===== config.mk =====
export PLATFORM = sky130hd
export DESIGN_NAME = multicycle_control
export DESIGN_NICKNAME = d
export VERILOG_FILES = /design/src/rtl/mcu_ctrl_pkg.sv /design/src/rtl/mem_wait_watchdog.sv /design/src/rtl/multicycle_control.sv
export SDC_FILE = /design/constraint.sdc
export NUM_CORES = 1
export LEC_CHECK = 0
export CAP_MARGIN = 20
export CORE_MARGIN = 4
export CORE_UTILIZATION = 50
export DETAILED_ROUTE_END_ITERATION = 8
export DONT_BUFFER_PORTS = 1
export GPL_TIMING_DRIVEN = 0
export PLACE_DENSITY = 0.61
export SLEW_MARGIN = 20
export SYNTH_ARGS = -nofsm -noshare
export SYNTH_HDL_FRONTEND = slang
export SYNTH_SLANG_ARGS = --single-unit

===== constraint.sdc =====
create_clock -name clk -period 3.7 [get_ports clk]
set_clock_uncertainty 0.2 [all_clocks]
set_input_delay 0 -clock clk [delete_from_list [all_inputs] [get_ports clk]]
set_output_delay 0 -clock clk [all_outputs]
set_load 0.05 [all_outputs]

===== src/rtl/mcu_ctrl_pkg.sv =====
// Shared encodings for the multi-cycle MIPS control unit: opcodes, ALU op
// codes, FSM states, datapath mux selects and the bundled control word.
package mcu_ctrl_pkg;

  // Opcode field IR[31:26]
  localparam logic [5:0] OP_R_TYPE = 6'b000000;
  localparam logic [5:0] OP_ADDI   = 6'b001000;
  localparam logic [5:0] OP_LW     = 6'b100011;
  localparam logic [5:0] OP_SW     = 6'b101011;
  localparam logic [5:0] OP_BEQ    = 6'b000100;
  localparam logic [5:0] OP_J      = 6'b000010;

  // alu_op_main encoding, shared with the ALU control unit
  localparam logic [1:0] ALU_OP_ADD   = 2'b00;
  localparam logic [1:0] ALU_OP_SUB   = 2'b01;
  localparam logic [1:0] ALU_OP_RTYPE = 2'b10;

  // ALU B-operand select
  localparam logic [1:0] SRC_B_REG     = 2'b00;
  localparam logic [1:0] SRC_B_FOUR    = 2'b01;
  localparam logic [1:0] SRC_B_IMM     = 2'b10;
  localparam logic [1:0] SRC_B_IMM_SH2 = 2'b11;

  // PC source select
  localparam logic [1:0] PC_SRC_ALU    = 2'b00;
  localparam logic [1:0] PC_SRC_ALUOUT = 2'b01;
  localparam logic [1:0] PC_SRC_JUMP   = 2'b10;

  // FSM state encodings (exported on state_dbg)
  typedef enum logic [3:0] {
    S_RESET    = 4'd0,
    S_FETCH    = 4'd1,
    S_DECODE   = 4'd2,
    S_MEMADR   = 4'd3,
    S_MEMRD    = 4'd4,
    S_MEMWB    = 4'd5,
    S_MEMWR    = 4'd6,
    S_RTEXEC   = 4'd7,
    S_ALUWB    = 4'd8,
    S_ADDIEXEC = 4'd9,
    S_ADDIWB   = 4'd10,
    S_BEQ      = 4'd11,
    S_JUMP     = 4'd12,
    S_TRAP     = 4'd13
  } state_e;

  // All datapath control outputs as one word so a single idle value
  // can default or squash them together.
  typedef struct packed {
    logic       pc_write;
    logic       pc_write_cond;
    logic [1:0] pc_source;
    logic       i_or_d;
    logic       mem_read;
    logic       mem_write;
    logic       ir_write;
    logic       reg_dst;
    logic       mem_to_reg;
    logic       reg_write;
    logic       alu_src_a;
    logic [1:0] alu_src_b;
    logic [1:0] alu_op_main;
    logic       instr_done;
  } ctl_t;

  localparam ctl_t CTL_IDLE = 17'b0;

  // States that drive the shared memory port and may wait on mem_ready
  function automatic logic is_mem_state(input state_e s);
    return (s == S_FETCH) || (s == S_MEMRD) || (s == S_MEMWR);
  endfunction

endpackage


===== src/rtl/mem_wait_watchdog.sv =====
// Counts wait cycles spent in a memory state and flags a timeout when the
// limit is reached without an acknowledge. A limit of 0 disables it.
module mem_wait_watchdog #(
  parameter int unsigned MEM_TIMEOUT = 15
) (
  input  logic clk,
  input  logic rst,
  input  logic in_mem_i,
  input  logic ack_i,
  output logic trap_o,
  output logic mem_timeout_o
);

  // Counter only needs to hold 0..MEM_TIMEOUT-1; the trap fires on the
  // wait cycle that would take it to MEM_TIMEOUT.
  localparam int unsigned CW = (MEM_TIMEOUT > 1) ? $clog2(MEM_TIMEOUT) : 1;
  localparam logic [CW-1:0] LIMIT = (MEM_TIMEOUT > 0) ? CW'(MEM_TIMEOUT - 1) : {CW{1'b0}};

  logic [CW-1:0] wait_q, wait_d;
  logic          flag_q, flag_d;

  // Trap decision and next counter/flag values; an ack in the limit cycle wins
  always_comb begin
    trap_o = 1'b0;
    wait_d = wait_q;
    flag_d = flag_q;
    if ((MEM_TIMEOUT > 0) && in_mem_i && !ack_i && (wait_q == LIMIT)) begin
      trap_o = 1'b1;
    end else begin
      trap_o = 1'b0;
    end
    if (!in_mem_i || ack_i) begin
      wait_d = {CW{1'b0}};
    end else if (wait_q != LIMIT) begin
      wait_d = wait_q + CW'(1);
    end else begin
      wait_d = wait_q;
    end
    flag_d = flag_q | trap_o;
  end

  // Wait counter and sticky timeout flag
  always_ff @(posedge clk) begin
    if (rst) begin
      wait_q <= {CW{1'b0}};
      flag_q <= 1'b0;
    end else begin
      wait_q <= wait_d;
      flag_q <= flag_d;
    end
  end

  assign mem_timeout_o = flag_q;

endmodule


===== src/rtl/multicycle_control.sv =====
// Multi-cycle MIPS control FSM: sequences each instruction over 3-5 cycles,
// shares one memory port, traps illegal opcodes and memory timeouts, and
// counts retired instructions.
module multicycle_control
  import mcu_ctrl_pkg::*;
#(
  parameter bit          USE_MEM_READY   = 1'b1,
  parameter int unsigned MEM_TIMEOUT     = 15,
  parameter bit          ENABLE_JUMP     = 1'b1,
  parameter bit          TRAP_ON_ILLEGAL = 1'b1,
  parameter int unsigned CNT_W           = 32
) (
  input  logic             clk,
  input  logic             rst,
  input  logic [5:0]       opcode,
  input  logic             mem_ready,
  output logic             pc_write,
  output logic             pc_write_cond,
  output logic [1:0]       pc_source,
  output logic             i_or_d,
  output logic             mem_read,
  output logic             mem_write,
  output logic             ir_write,
  output logic             reg_dst,
  output logic             mem_to_reg,
  output logic             reg_write,
  output logic             alu_src_a,
  output logic [1:0]       alu_src_b,
  output logic [1:0]       alu_op_main,
  output logic             instr_done,
  output logic             illegal_op,
  output logic             mem_timeout,
  output logic [CNT_W-1:0] instr_count,
  output logic [3:0]       state_dbg
);

  state_e           state_q, state_d;
  logic             illegal_q, illegal_d;
  logic [CNT_W-1:0] count_q, count_d;
  ctl_t             ctl_s;
  logic             ack_s;
  logic             in_mem_s;
  logic             wd_trap_s;
  logic             bad_op_s;
  logic             illegal_set_s;

  assign ack_s    = USE_MEM_READY ? mem_ready : 1'b1;
  assign in_mem_s = is_mem_state(state_q);

  mem_wait_watchdog #(
    .MEM_TIMEOUT (MEM_TIMEOUT)
  ) u_watchdog (
    .clk           (clk),
    .rst           (rst),
    .in_mem_i      (in_mem_s),
    .ack_i         (ack_s),
    .trap_o        (wd_trap_s),
    .mem_timeout_o (mem_timeout)
  );

  // Next-state and control-word decode (Mealy on ack for memory states)
  always_comb begin
    ctl_s         = CTL_IDLE;
    state_d       = state_q;
    bad_op_s      = 1'b0;
    illegal_set_s = 1'b0;
    case (state_q)
      S_RESET: begin
        state_d = S_FETCH;
      end
      S_FETCH: begin
        ctl_s.mem_read    = 1'b1;
        ctl_s.alu_src_b   = SRC_B_FOUR;
        ctl_s.alu_op_main = ALU_OP_ADD;
        ctl_s.pc_source   = PC_SRC_ALU;
        ctl_s.ir_write    = ack_s;
        ctl_s.pc_write    = ack_s;
        if (ack_s) begin
          state_d = S_DECODE;
        end else begin
          state_d = S_FETCH;
        end
      end
      S_DECODE: begin
        // Branch target computed speculatively into ALUOut
        ctl_s.alu_src_b   = SRC_B_IMM_SH2;
        ctl_s.alu_op_main = ALU_OP_ADD;
        case (opcode)
          OP_LW, OP_SW: state_d = S_MEMADR;
          OP_R_TYPE:    state_d = S_RTEXEC;
          OP_BEQ:       state_d = S_BEQ;
          OP_ADDI:      state_d = S_ADDIEXEC;
          OP_J: begin
            if (ENABLE_JUMP) begin
              state_d = S_JUMP;
            end else begin
              bad_op_s = 1'b1;
            end
          end
          default:      bad_op_s = 1'b1;
        endcase
        if (bad_op_s) begin
          if (TRAP_ON_ILLEGAL) begin
            state_d       = S_TRAP;
            illegal_set_s = 1'b1;
          end else begin
            // Treated as a NOP that still retires
            state_d          = S_FETCH;
            ctl_s.instr_done = 1'b1;
          end
        end else begin
          illegal_set_s = 1'b0;
        end
      end
      S_MEMADR: begin
        ctl_s.alu_src_a   = 1'b1;
        ctl_s.alu_src_b   = SRC_B_IMM;
        ctl_s.alu_op_main = ALU_OP_ADD;
        if (opcode == OP_SW) begin
          state_d = S_MEMWR;
        end else begin
          state_d = S_MEMRD;
        end
      end
      S_MEMRD: begin
        ctl_s.mem_read = 1'b1;
        ctl_s.i_or_d   = 1'b1;
        if (ack_s) begin
          state_d = S_MEMWB;
        end else begin
          state_d = S_MEMRD;
        end
      end
      S_MEMWB: begin
        ctl_s.reg_write  = 1'b1;
        ctl_s.mem_to_reg = 1'b1;
        ctl_s.reg_dst    = 1'b0;
        ctl_s.instr_done = 1'b1;
        state_d          = S_FETCH;
      end
      S_MEMWR: begin
        ctl_s.mem_write  = 1'b1;
        ctl_s.i_or_d     = 1'b1;
        ctl_s.instr_done = ack_s;
        if (ack_s) begin
          state_d = S_FETCH;
        end else begin
          state_d = S_MEMWR;
        end
      end
      S_RTEXEC: begin
        ctl_s.alu_src_a   = 1'b1;
        ctl_s.alu_src_b   = SRC_B_REG;
        ctl_s.alu_op_main = ALU_OP_RTYPE;
        state_d           = S_ALUWB;
      end
      S_ALUWB: begin
        ctl_s.reg_write  = 1'b1;
        ctl_s.reg_dst    = 1'b1;
        ctl_s.instr_done = 1'b1;
        state_d          = S_FETCH;
      end
      S_ADDIEXEC: begin
        ctl_s.alu_src_a   = 1'b1;
        ctl_s.alu_src_b   = SRC_B_IMM;
        ctl_s.alu_op_main = ALU_OP_ADD;
        state_d           = S_ADDIWB;
      end
      S_ADDIWB: begin
        ctl_s.reg_write  = 1'b1;
        ctl_s.reg_dst    = 1'b0;
        ctl_s.instr_done = 1'b1;
        state_d          = S_FETCH;
      end
      S_BEQ: begin
        ctl_s.alu_src_a     = 1'b1;
        ctl_s.alu_src_b     = SRC_B_REG;
        ctl_s.alu_op_main   = ALU_OP_SUB;
        ctl_s.pc_write_cond = 1'b1;
        ctl_s.pc_source     = PC_SRC_ALUOUT;
        ctl_s.instr_done    = 1'b1;
        state_d             = S_FETCH;
      end
      S_JUMP: begin
        ctl_s.pc_write   = 1'b1;
        ctl_s.pc_source  = PC_SRC_JUMP;
        ctl_s.instr_done = 1'b1;
        state_d          = S_FETCH;
      end
      S_TRAP: begin
        state_d = S_TRAP;
      end
      default: begin
        // Unreachable encodings restart cleanly
        state_d = S_RESET;
      end
    endcase
    // Watchdog expiry squashes every strobe in the trap cycle
    if (wd_trap_s) begin
      ctl_s   = CTL_IDLE;
      state_d = S_TRAP;
    end else begin
      ctl_s = ctl_s;
    end
  end

  // Sticky illegal flag and retired-instruction counter next values
  always_comb begin
    illegal_d = illegal_q | illegal_set_s;
    count_d   = count_q + {{(CNT_W-1){1'b0}}, ctl_s.instr_done};
  end

  // State register, sticky illegal flag and retired count
  always_ff @(posedge clk) begin
    if (rst) begin
      state_q   <= S_RESET;
      illegal_q <= 1'b0;
      count_q   <= {CNT_W{1'b0}};
    end else begin
      state_q   <= state_d;
      illegal_q <= illegal_d;
      count_q   <= count_d;
    end
  end

  assign pc_write      = ctl_s.pc_write;
  assign pc_write_cond = ctl_s.pc_write_cond;
  assign pc_source     = ctl_s.pc_source;
  assign i_or_d        = ctl_s.i_or_d;
  assign mem_read      = ctl_s.mem_read;
  assign mem_write     = ctl_s.mem_write;
  assign ir_write      = ctl_s.ir_write;
  assign reg_dst       = ctl_s.reg_dst;
  assign mem_to_reg    = ctl_s.mem_to_reg;
  assign reg_write     = ctl_s.reg_write;
  assign alu_src_a     = ctl_s.alu_src_a;
  assign alu_src_b     = ctl_s.alu_src_b;
  assign alu_op_main   = ctl_s.alu_op_main;
  assign instr_done    = ctl_s.instr_done;
  assign illegal_op    = illegal_q;
  assign instr_count   = count_q;
  assign state_dbg     = state_q;

endmodule


==> impl_results.rst, run 1 <==
.. list-table::
   :header-rows: 1

   * - Metric
     - Value
   * - Class of the tightest hold or removal check
     - input pin to flip-flop
   * - Final worst path period share
     - 93.80%
   * - Warning count from the yosys run
     - 0
   * - Total power
     - 1.039 mW
   * - Root Driver
     - clkbuf_8
   * - Global-route usage over all layers
     - 19.61%
   * - Share of Yosys cell area claimed by the top area cell type
     - 35.16%
   * - Critical Path Start Type
     - flip-flop
   * - Number of standard cells in the final layout excluding fillers
     - 363
   * - Fraction of final layout cells sized beyond drive strength 1
     - 18.01%
   * - Count of boundary I/O pins
     - 64
   * - Number of synthesized flops with an enable pin
     - 0
   * - Global route total overflow
     - 0
   * - Commonest non-fill, non-tap cells in the layout
     - nor2_1 (39), dfxtp_1 (39), nand3_1 (15)
   * - Leakage component of the power
     - 0.9949 nW
   * - Cell count after synthesis
     - 283
   * - Buffer levels on the longest clock path
     - 2
   * - Maximum fanout count along the critical path
     - 10
   * - DRC violation count after routing
     - 0
   * - Critical Path Max Stage Delay
     - 440 ps
   * - Max transition margin
     - 30.58%
   * - Required time at the worst-slack endpoint
     - 3700 ps
   * - Clock tree from TritonCTS
     - yes
   * - Number of violations of the max-capacitance limit
     - 0
   * - Die area
     - 5952 um2
   * - Die height
     - 77.15 um
   * - H-tree depth
     - 2
   * - Clock buffers created by TritonCTS
     - 5
   * - Post-synthesis to final-layout area growth
     - 18.21%
   * - Critical Path Slowest Stage Cell
     - dfxtp_4
   * - Number of inserted diodes
     - 0
   * - Slew at the pin closest to its max-slew limit
     - 1045 ps
   * - Initial core utilization
     - 53.08%
   * - Antenna violations before repair
     - 0
   * - Clock edge transition at the registers on the reported setup and hold paths
     - 80 ps
   * - Core footprint
     - 4504 um2
   * - Via count of the first global-routing pass
     - 1,980
   * - Largest area contributor in the netlist
     - dfxtp_1
   * - Predominant post-synthesis flop cell
     - dfxtp_1
   * - Avg Vias per Cell
     - 6.014
   * - Largest net degree at the start of global routing
     - 14
   * - Average wire per standard cell
     - 16.13 um
   * - Worst setup path category
     - flip-flop to flip-flop
   * - Endpoint type of the worst setup path
     - flip-flop
   * - Total number of placement rows
     - 24
   * - Place WS
     - -517.6 ps
   * - Count of final hold-check violations
     - 1
   * - Fmax
     - 0.2881 GHz
   * - Final antenna-violating net count
     - 0
   * - Clock latency reported for the late side of the worst-skew pair
     - 300 ps
   * - Final setup violation count
     - 0
   * - Synthesized net count
     - 296
   * - Global-route wire length before repair
     - 9.515 mm
   * - Power density cells
     - 367.6 nW/um2
   * - Hold WS
     - -0.6844 ps
   * - Total clock sinks
     - 42
   * - Post-Synthesis Mean Instance Area
     - 8.449 um2
   * - Setup total negative slack
     - 0 ps
   * - Wire length after detailed routing
     - 5.854 mm
   * - IR Drop Worst-Case VDD
     - 0.2427 mV
   * - Total of flip-flops plus latches after synthesis
     - 42
   * - Worst Path Arrival
     - 3470 ps
   * - Last weighted congestion value of the routability-driven placer
     - 0.8328
   * - Pins Over Slew Limit
     - 0
   * - Result of the run
     - finished, violations left
   * - Netlist area before placement
     - 2391 um2
   * - Final std cell area, no fill
     - 2826 um2
   * - Failing checks
     - hold timing
   * - First DRT Iteration DRCs
     - 138
   * - Final Net Count
     - 323
   * - Horiz. Die Dim
     - 77.15 um
   * - Number of search-and-repair iterations in the first detailed-routing pass
     - 4
   * - Synth top area cells
     - dfxtp_1 (35%), nor2_1 (6.1%), mux2_2 (5.2%)
   * - Number of placed instances, taps included
     - 339
   * - Post-place instance area
     - 2531 um2
   * - Placed wire-length estimate after detailed placement
     - 4.153 mm
   * - Port bufs
     - 0
   * - Sequential-to-total area share from yosys stat
     - 35.16%
   * - Post-layout worst setup margin
     - 229.6 ps
   * - Series of cell instances along the critical path
     - clkbuf_4 -> clkbuf_4 -> nand2_1 -> o21ai_0 -> nand2_1 -> o21bai_4 -> ha_4 -> ha_1 -> nand4_1 -> nor4_4 -> nand4_1 -> mux2_2
   * - Fraction of registers with async set or reset after synthesis
     - 0%
   * - Number of different library cells in the post-synthesis netlist
     - 51
   * - Final critical delay including setup and external delays
     - 3470 ps
   * - Vias post-DR
     - 2,183
[cell usage after synthesis, types with 3 or more instances]
| master | number |
|---|---|
| or3_1 | 3 |
| nand2b_1 | 5 |
| or4_1 | 6 |
| ha_1 | 4 |
| xor2_1 | 6 |
| o31ai_1 | 5 |
| nor4_1 | 3 |
| o21ai_0 | 4 |
| and3_1 | 8 |
| and4_1 | 4 |
| clkbuf_1 | 12 |
| nor2b_1 | 14 |
| xnor2_1 | 9 |
| mux2_2 | 11 |
| nand3_1 | 15 |
| nand2_1 | 12 |
| inv_1 | 5 |
| a31o_2 | 3 |
| a211oi_1 | 4 |
| nor2_1 | 39 |
| a21oi_1 | 14 |
| dfxtp_1 | 42 |
| nand4_1 | 10 |
| nor3_1 | 12 |
[through the flow]
| step | utilization [%] | hold WS, ps |
|---|---|---|
| floorplan | - | 32.81 |
| global placement | 54.81 | 46.21 |
| detailed placement | 56.19 | 55.04 |
| CTS | 61.78 | 3.737 |
| global route | 62.75 | 44.25 |
| finish | 62.75 | -0.6844 |
[what timing repair did]
action	in CTS	in global routing
hold buffers	13	0
setup buffers	0	3
cloned	0	0
pin swaps	1	2
setup endpoints to repair	19	17
resized for setup	4	7
hold endpoints to repair	11	0
[logic make-up (layout without fill, tap and decap cells)]
kind of cell	count (synthesis)	count (layout)	share of synthesized area (%)
simple gates	144	144	33.80
flops	42	42	35.16
compound gates	47	47	14.76
fa+ha+maj	4	4	2.093
buf+inv	20	48	3.506
mux	11	11	5.181
xor+xnor	15	15	5.495
[state kept, by name, summed over array words and instances, names as in the netlist]
register                  cells
u_watchdog.mem_timeout_o      1
instr_count                  32
u_watchdog.wait_q             4
state_dbg                     4
illegal_op                    1
[critical path, delay by kind of cell, from the launching register on]
family                     cells  cell delay (ps)
and+or+nand+nor                5              980
muxes                          1              310
DFF                            1              440
adders and majority gates      2              420
buffers and inverters          2              430
AOI/OAI and AO/OA              2              580
[worst paths after layout]
kind                                startpoint                                end  slack [ps]  cells after the start
max                  state_dbg[1]$_SDFFE_PP0P_         instr_count[20]$_SDFF_PP0_         230                     12
max reg2reg          state_dbg[1]$_SDFFE_PP0P_         instr_count[20]$_SDFF_PP0_         230                     12
min                                        rst         instr_count[20]$_SDFF_PP0_        -0.7                      3
min reg2reg  u_watchdog.wait_q[3]$_SDFFE_PP0P_  u_watchdog.wait_q[3]$_SDFFE_PP0P_         350                      2
[where the power goes]
group | switching (mW) | internal (mW)
clock network | 0.164 | 0.199
registers | 0.0337 | 0.459
logic | 0.123 | 0.0612
total | 0.320 | 0.719
[layer usage]
metal	GRT usage, %	share of wire [%]
met1	26.24	47
met2	30.66	45
met3	5.035	6.7
met4	6.406	1.2
met5	0	0
[area by class of cell]
class | count | area, um2
plain buffers | 15 | 71.32
well taps | 52 | 65.06
clock inverters | 3 | 40.04
clock buffers | 5 | 68.82
inverters | 5 | 18.77
repair buffers | 20 | 178.9
fillers | 408 | 1678
multi-input cells | 221 | 1536
flip-flops and latches | 42 | 847.1
Note: power is estimated with default switching activity, not from simulation.
==> run 2, diff against run 1 <==
--- a/config.mk
+++ b/config.mk
@@ -6,13 +6,13 @@
 export NUM_CORES = 1
 export LEC_CHECK = 0
 export CAP_MARGIN = 20
-export CORE_MARGIN = 4
+export CORE_ASPECT_RATIO = 0.8
+export CORE_MARGIN = 1
 export CORE_UTILIZATION = 50
 export DETAILED_ROUTE_END_ITERATION = 8
 export DONT_BUFFER_PORTS = 1
 export GPL_TIMING_DRIVEN = 0
 export PLACE_DENSITY = 0.61
-export SLEW_MARGIN = 20
 export SYNTH_ARGS = -nofsm -noshare
 export SYNTH_HDL_FRONTEND = slang
 export SYNTH_SLANG_ARGS = --single-unit
==> run 2 against run 1 <==
Compared with the run above:
- maximum frequency up 1.8%
- die area down 15%
- total power down 5.4%
- sequential share of layout area up 0.17 points
- routed wire length up 0.38%
- critical path type unchanged
- critical path depth unchanged
- highest routed layer unchanged
- register-to-register slack better by 60 ps
- via count down 1.0%
- non-clock buffer count unchanged
- sequential power about the same
- the run now ends clean
- global-route usage up 4.2 points
==> impl_results.rst, run 2 (synthesis results as in run 1) <==
.. list-table::
   :header-rows: 1

   * - Metric
     - Value
   * - Result of the run
     - finished, final reports clean
   * - Commonest non-fill, non-tap cells in the layout
     - nor2_1 (39), dfxtp_1 (39), nand3_1 (15)
   * - Clock latency reported for the late side of the worst-skew pair
     - 300 ps (about the same)
   * - Number of search-and-repair iterations in the first detailed-routing pass
     - 4 (unchanged)
   * - Initial core utilization
     - 52.01% (-1.1 points)
   * - Port bufs
     - 0 (unchanged)
   * - Root Driver
     - clkbuf_8
   * - Vias post-DR
     - 2,161 (-1.0%)
   * - Net Sw Frac
     - 31.63% (+0.82 points)
   * - Horiz. Die Dim
     - 79.32 um (+2.8%)
   * - Total number of placement rows
     - 22 (-8.3%)
   * - Clock buffers created by TritonCTS
     - 5 (unchanged)
   * - Total power
     - 0.9832 mW (-5.4%)
   * - Core footprint
     - 4597 um2 (+2.1%)
   * - Fmax
     - 0.2932 GHz (+1.8%)
   * - Leakage component of the power
     - 0.9887 nW (-0.62%)
   * - Number of standard cells in the final layout excluding fillers
     - 371 (+2.2%)
   * - Number of placed instances, taps included
     - 348 (+2.7%)
   * - Final critical delay including setup and external delays
     - 3411 ps (-59.73 ps)
   * - Global-route wire length before repair
     - 9.390 mm (-1.3%)
   * - Wire length after detailed routing
     - 5.876 mm (+0.38%)
   * - Critical Path Start Type
     - flip-flop
   * - Class of the tightest hold or removal check
     - input pin to flip-flop
   * - Last weighted congestion value of the routability-driven placer
     - 0.8868 (+6.5%)
   * - Origin of the critical flop-to-flop path
     - state_dbg[1]$_SDFFE_PP0P_
   * - Number of violations of the max-capacitance limit
     - 0 (unchanged)
   * - Count of boundary I/O pins
     - 64 (unchanged)
   * - Setup crit start
     - state_dbg[1]$_SDFFE_PP0P_
   * - Die height
     - 63.85 um (-17%)
   * - Die area
     - 5064 um2 (-15%)
   * - Share of total power in the clock network
     - 30.8% (-4.1 points)
   * - Max transition margin
     - 31.21% (+0.63 points)
   * - Final setup violation count
     - 0 (unchanged)
   * - Clock edge transition at the registers on the reported setup and hold paths
     - 80 ps (about the same)
   * - Antenna violations before repair
     - 0 (unchanged)
   * - Post-synthesis to final-layout area growth
     - 17.53%
   * - Area of combinational cells with multiple inputs
     - 1521 um2 (-0.98%)
   * - Fraction of final layout cells sized beyond drive strength 1
     - 16.72% (-1.3 points)
   * - Critical Path Slowest Stage Cell
     - dfxtp_4
   * - Sequential power share
     - 50.1% (+2.7 points)
   * - Avg Vias per Cell
     - 5.825 (-3.1%)
   * - Count of final hold-check violations
     - 0 (-1)
   * - Clock tree from TritonCTS
     - yes
   * - Reg-to-reg critical path endpoint
     - instr_count[20]$_SDFF_PP0_
   * - Maximum fanout count along the critical path
     - 10 (unchanged)
   * - Number of flip-flops under the largest register name
     - 32 (unchanged)
   * - Worst setup path category
     - flip-flop to flip-flop
   * - Number of inserted diodes
     - 0 (unchanged)
   * - Buffer levels on the longest clock path
     - 2 (unchanged)
   * - Largest net degree at the start of global routing
     - 13 (-1)
   * - Global route total overflow
     - 0 (unchanged)
   * - First DRT Iteration DRCs
     - 137 (-0.72%)
   * - Psw
     - 0.3110 mW (-2.8%)
   * - Int Pwr
     - 0.6722 mW (-6.5%)
   * - Sequential cell area in the final layout
     - 847.1 um2 (unchanged)
   * - Required time at the worst-slack endpoint
     - 3690 ps (about the same)
   * - Fillers
     - 407 (-0.25%)
   * - Via count of the first global-routing pass
     - 1,988 (+0.40%)
   * - Relative contribution of combinational cells to total power
     - 19.0% (+1.3 points)
   * - Critical Path Max Stage Delay
     - 440 ps (about the same)
   * - Final worst path period share
     - 92.18% (-1.6 points)
   * - Slew at the pin closest to its max-slew limit
     - 1035 ps (-9.512 ps)
   * - H-tree depth
     - 2 (unchanged)
   * - Cell depth of the worst flop-to-flop path
     - 12 (unchanged)
   * - Worst-case register-to-register setup slack
     - 290 ps (+60 ps)
   * - Final Net Count
     - 323 (unchanged)
   * - Average wire per standard cell
     - 15.84 um (-1.8%)
   * - Final antenna-violating net count
     - 0 (unchanged)
   * - Worst Path Arrival
     - 3400 ps (-70 ps)
   * - Beginning of the worst hold path
     - rst
   * - Worst Hold Depth
     - 3 (unchanged)
   * - DRC violation count after routing
     - 0 (unchanged)
   * - Pins Over Slew Limit
     - 0 (unchanged)
   * - Power density cells
     - 349.9 nW/um2 (-4.8%)
   * - End point of the worst hold path
     - instr_count[23]$_SDFF_PP0_
   * - Unrepaired setup endpoints after global routing
     - no
   * - Global-route usage over all layers
     - 23.81% (+4.2 points)
   * - Endpoint type of the worst setup path
     - flip-flop
   * - IR Drop Worst-Case VDD
     - 0.2259 mV (-6.9%)
   * - Total clock sinks
     - 42 (unchanged)
   * - Series of cell instances along the critical path
     - clkbuf_4 -> clkbuf_4 -> nand2_1 -> o21ai_0 -> nand2_1 -> o21bai_4 -> ha_4 -> ha_1 -> nand4_1 -> nor4_4 -> nand4_1 -> mux2_2
   * - Placed wire-length estimate after detailed placement
     - 4.091 mm (-1.5%)
## run 2: changes by cell type in the layout (fill, tap and decap cells not counted)
cell / delta
buf_1: -1
clkbuf_1: +1
nor3_2: -3
nor3_1: +3
clkinv_2: -1
clkbuf_8: +1
dlygate4sd3_1: +1
bufinv_16: -1
## run 2: worst max-delay path by stage
stage	endpoint	slack, ps	cells past startpoint
3_3_place_gp	instr_count[20]$_SDFF_PP0_	-420	12
5_1_grt	instr_count[25]$_SDFF_PP0_	60	12
2_1_floorplan	instr_count[20]$_SDFF_PP0_	30	12
3_5_place_dp	instr_count[20]$_SDFF_PP0_	-540	12
6_report	instr_count[20]$_SDFF_PP0_	290	12
4_1_cts	instr_count[24]$_SDFF_PP0_	50	12
## run 2: worst max-delay path: cells and delay by family, from the launching register on
family | cells | cell delay (ps)
muxes | 1 | 320
DFF | 1 | 440
adders and majority gates | 2 | 430
and+or+nand+nor | 5 | 880
AOI/OAI and AO/OA | 2 | 580
buffers and inverters | 2 | 450
## run 2: timing repair
action,CTS,global route
buffers inserted,1,0
hold endpoints to repair,11,0
gates resized for setup,4,7
setup endpoints to repair,19,19
hold buffers,14,0
pin swaps,2,1
## run 2: area by class of cell
type                            instances  share of cell area (%)
Buffer                                 15                   2.538
Multi-Input combinational cell        221                   54.14
Sequential cell                        42                   30.14
Inverter                                5                  0.6679
Timing Repair Buffer                   20                   6.589
Clock buffer                            7                   3.072
Tap cell                               60                   2.671
Clock inverter                          1                  0.1781
## run 2: metrics by stage
stage               TNS [ps]  instance area, um2  worst slack (ps)  hold slack, ps  utilization [%]
floorplan                  0                2404             25.67           32.81                -
global placement       -2401                2479            -422.7           43.19            53.92
detailed placement     -4183                2537            -543.4           66.56            55.20
CTS                        0                2789             48.13           17.02            60.67
global route               0                2810             64.27           44.40            61.13
finish                     0                2810             289.3           10.24            61.13
## run 2: power groups by stage
stage | Combinational [mW] | Sequential (mW) | Clock (mW)
after floorplan | 0.132 | 0.498 | 0
after global placement | 0.152 | 0.502 | 0
after detailed placement | 0.168 | 0.502 | 0
after CTS | 0.183 | 0.492 | 0.313
after global routing | 0.200 | 0.494 | 0.329
final | 0.187 | 0.493 | 0.303
## run 2: layer usage
metal / wire (um) / global-route usage [%]
met3: 377 / 7.286
met1: 2974 / 34.19
met5: 0 / 0
met4: 75 / 7.955
met2: 2449 / 33.41
==> run 3, diff against run 2 <==
--- a/config.mk
+++ b/config.mk
@@ -9,6 +9,7 @@
 export CORE_ASPECT_RATIO = 0.8
 export CORE_MARGIN = 1
 export CORE_UTILIZATION = 50
+export CTS_BUF_LIST = sky130_fd_sc_hd__clkbuf_2 sky130_fd_sc_hd__clkbuf_4 sky130_fd_sc_hd__clkbuf_8
 export DETAILED_ROUTE_END_ITERATION = 8
 export DONT_BUFFER_PORTS = 1
 export GPL_TIMING_DRIVEN = 0
==> run 3 against run 2 <==
Compared with the run above:
- non-clock buffer count did not move
- worst hold slack improved by 2.0 ps
- utilization increased by 0.082 points
- maximum frequency rose by 0.13%
- via count grew 0.28%
- critical path depth stayed put
==> impl_results.rst, run 3 (synthesis results as in run 1) <==
.. list-table::
   :header-rows: 1

   * - Metric
     - Value
   * - Number of search-and-repair iterations in the first detailed-routing pass
     - 4 (unchanged)
   * - Class of the tightest hold or removal check
     - input pin to flip-flop
   * - Reg-to-reg critical path endpoint
     - instr_count[24]$_SDFF_PP0_
   * - Root Driver
     - clkbuf_8
   * - Global route total overflow
     - 0 (unchanged)
   * - Final worst path period share
     - 92.06% (-0.12 points)
   * - Required time at the worst-slack endpoint
     - 3690 ps (about the same)
   * - Global-route wire length before repair
     - 9.335 mm (-0.59%)
   * - Worst Hold Depth
     - 3 (unchanged)
   * - Number of inserted diodes
     - 0 (unchanged)
   * - Vias post-DR
     - 2,167 (+0.28%)
   * - Antenna violations before repair
     - 0 (unchanged)
   * - Fmax
     - 0.2936 GHz (+0.13%)
   * - Setup total negative slack
     - 0 ps (unchanged)
   * - Number of flip-flops under the largest register name
     - 32 (unchanged)
   * - Clock edge transition at the registers on the reported setup and hold paths
     - 80 ps (about the same)
   * - Via count of the first global-routing pass
     - 1,974 (-0.70%)
   * - Result of the run
     - finished, final reports clean
   * - Clock buffers created by TritonCTS
     - 5 (unchanged)
   * - Max transition margin
     - 30.64% (-0.56 points)
   * - Total number of placement rows
     - 22 (unchanged)
   * - Wire length after detailed routing
     - 5.847 mm (-0.49%)
   * - Hold WS
     - 12.28 ps (+2.041 ps)
   * - Leakage component of the power
     - 0.9921 nW (+0.35%)
   * - Pins Over Slew Limit
     - 0 (unchanged)
   * - Worst Path Arrival
     - 3400 ps (about the same)
   * - DRC violation count after routing
     - 0 (unchanged)
   * - Global-route usage over all layers
     - 23.69% (-0.12 points)
   * - Worst-case register-to-register setup slack
     - 290 ps (about the same)
   * - Buffers plus inverters on the worst setup path
     - 2 (unchanged)
   * - Origin of the critical flop-to-flop path
     - state_dbg[1]$_SDFFE_PP0P_
   * - Last weighted congestion value of the routability-driven placer
     - 0.8868 (unchanged)
   * - Die height
     - 63.85 um (unchanged)
   * - Slew at the pin closest to its max-slew limit
     - 1044 ps (+8.480 ps)
   * - Fillers
     - 405 (-0.49%)
   * - Total clock sinks
     - 42 (unchanged)
   * - Setup crit start
     - state_dbg[1]$_SDFFE_PP0P_
   * - Critical Path Start Type
     - flip-flop
   * - Clock tree from TritonCTS
     - yes
   * - Crit. path cell count
     - 12 (unchanged)
   * - Initial core utilization
     - 52.01% (unchanged)
   * - Capturing instance or port of the critical path
     - instr_count[24]$_SDFF_PP0_
   * - Unrepaired setup endpoints after global routing
     - no
   * - Largest net degree at the start of global routing
     - 13 (unchanged)
   * - Final setup violation count
     - 0 (unchanged)
   * - Placed wire-length estimate after detailed placement
     - 4.091 mm (unchanged)
   * - H-tree depth
     - 2 (unchanged)
   * - Final antenna-violating net count
     - 0 (unchanged)
   * - Average wire per standard cell
     - 15.76 um (-0.49%)
   * - First DRT Iteration DRCs
     - 137 (unchanged)
   * - Die area
     - 5064 um2 (unchanged)
   * - Count of boundary I/O pins
     - 64 (unchanged)
   * - Post-synthesis to final-layout area growth
     - 17.69%
   * - Horiz. Die Dim
     - 79.32 um (unchanged)
   * - Final critical delay including setup and external delays
     - 3406 ps (-4.305 ps)
   * - Critical Path Max Stage Delay
     - 440 ps (about the same)
   * - Number of placed instances, taps included
     - 348 (unchanged)
   * - Number of standard cells in the final layout excluding fillers
     - 371 (unchanged)
   * - Cell depth of the worst flop-to-flop path
     - 12 (unchanged)
   * - Final design utilization
     - 61.21% (+0.082 points)
   * - Final Net Count
     - 323 (unchanged)
   * - Fraction of final layout cells sized beyond drive strength 1
     - 17.04% (+0.32 points)
   * - Beginning of the worst hold path
     - rst
   * - Avg Vias per Cell
     - 5.841 (+0.28%)
   * - Maximum fanout count along the critical path
     - 10 (unchanged)
   * - Critical Path Slowest Stage Cell
     - dfxtp_4
   * - Number of violations of the max-capacitance limit
     - 0 (unchanged)
   * - Endpoint type of the worst setup path
     - flip-flop
   * - Clock latency reported for the late side of the worst-skew pair
     - 300 ps (about the same)
   * - Buffer levels on the longest clock path
     - 2 (unchanged)
   * - Total power
     - 0.9890 mW (+0.59%)
   * - Family of cells with the greatest summed delay on the critical path
     - simple AND/OR/NAND/NOR gates
   * - Series of cell instances along the critical path
     - clkbuf_4 -> clkbuf_4 -> nand2_1 -> o21ai_0 -> nand2_1 -> o21bai_4 -> ha_4 -> ha_1 -> nand4_1 -> nor2_1 -> nand4_1 -> mux2_2
   * - Worst setup path category
     - flip-flop to flip-flop
   * - Commonest non-fill, non-tap cells in the layout
     - nor2_1 (39), dfxtp_1 (39), nand3_1 (15)
   * - Port bufs
     - 0 (unchanged)
   * - Count of final hold-check violations
     - 0 (unchanged)
   * - Core footprint
     - 4597 um2 (unchanged)
   * - IR Drop Worst-Case VDD
     - 0.2257 mV (about the same)
   * - Power density cells
     - 351.5 nW/um2 (+0.46%)
[run 3: cell type report]
cell class / count / area, um2 / share of cell area (%)
multi-input cells: 221 / 1521 / 54.07
flip-flops and latches: 42 / 847.1 / 30.10
repair buffers: 20 / 185.2 / 6.581
clock buffers: 7 / 90.09 / 3.201
well taps: 60 / 75.07 / 2.668
plain buffers: 15 / 71.32 / 2.534
inverters: 5 / 18.77 / 0.6670
clock inverters: 1 / 5.005 / 0.1779
[run 3: what timing repair did]
action / CTS / global route
pin swaps: 2 / 1
resized for setup: 4 / 7
hold endpoints to repair: 11 / 0
hold buffers: 14 / 0
setup endpoints to repair: 19 / 19
gates cloned: 0 / 0
buffers inserted: 1 / 0
[run 3: worst min-delay path by stage]
stage | endpoint | slack [ps]
after floorplan | state_dbg[3]$_SDFFE_PP0P_ | 30
after global placement | instr_count[20]$_SDFF_PP0_ | 40
after detailed placement | instr_count[20]$_SDFF_PP0_ | 70
after CTS | instr_count[27]$_SDFF_PP0_ | 20
after global routing | instr_count[24]$_SDFF_PP0_ | 40
final | instr_count[29]$_SDFF_PP0_ | 10
[run 3: stage by stage]
stage | setup WS [ps] | cell area (um2)
after floorplan | 25.67 | 2404
after global placement | -422.7 | 2479
after detailed placement | -543.4 | 2537
after CTS | 48.13 | 2793
after global routing | 64.27 | 2814
final | 293.6 | 2814
[run 3: tightest hold or removal path, delay by kind of cell]
family / cells / cell delay, ps
AND/OR/NAND/NOR: 1 / 130
buffers and inverters: 1 / 200
multiplexers: 1 / 150
[run 3: report_power, final]
| group | total [mW] | switching, mW | internal (mW) |
|---|---|---|---|
| combinational | 0.187 | 0.124 | 0.0625 |
| clock | 0.309 | 0.151 | 0.158 |
| sequential | 0.493 | 0.0337 | 0.459 |
[run 3: per-layer routing]
metal / routed length [um] / global-route usage, % / share of wire [%]
met1: 2949 / 34.10 / 50
met2: 2403 / 33.08 / 41
met3: 416 / 7.286 / 7.1
met4: 77 / 7.955 / 1.3
met5: 0 / 0 / 0
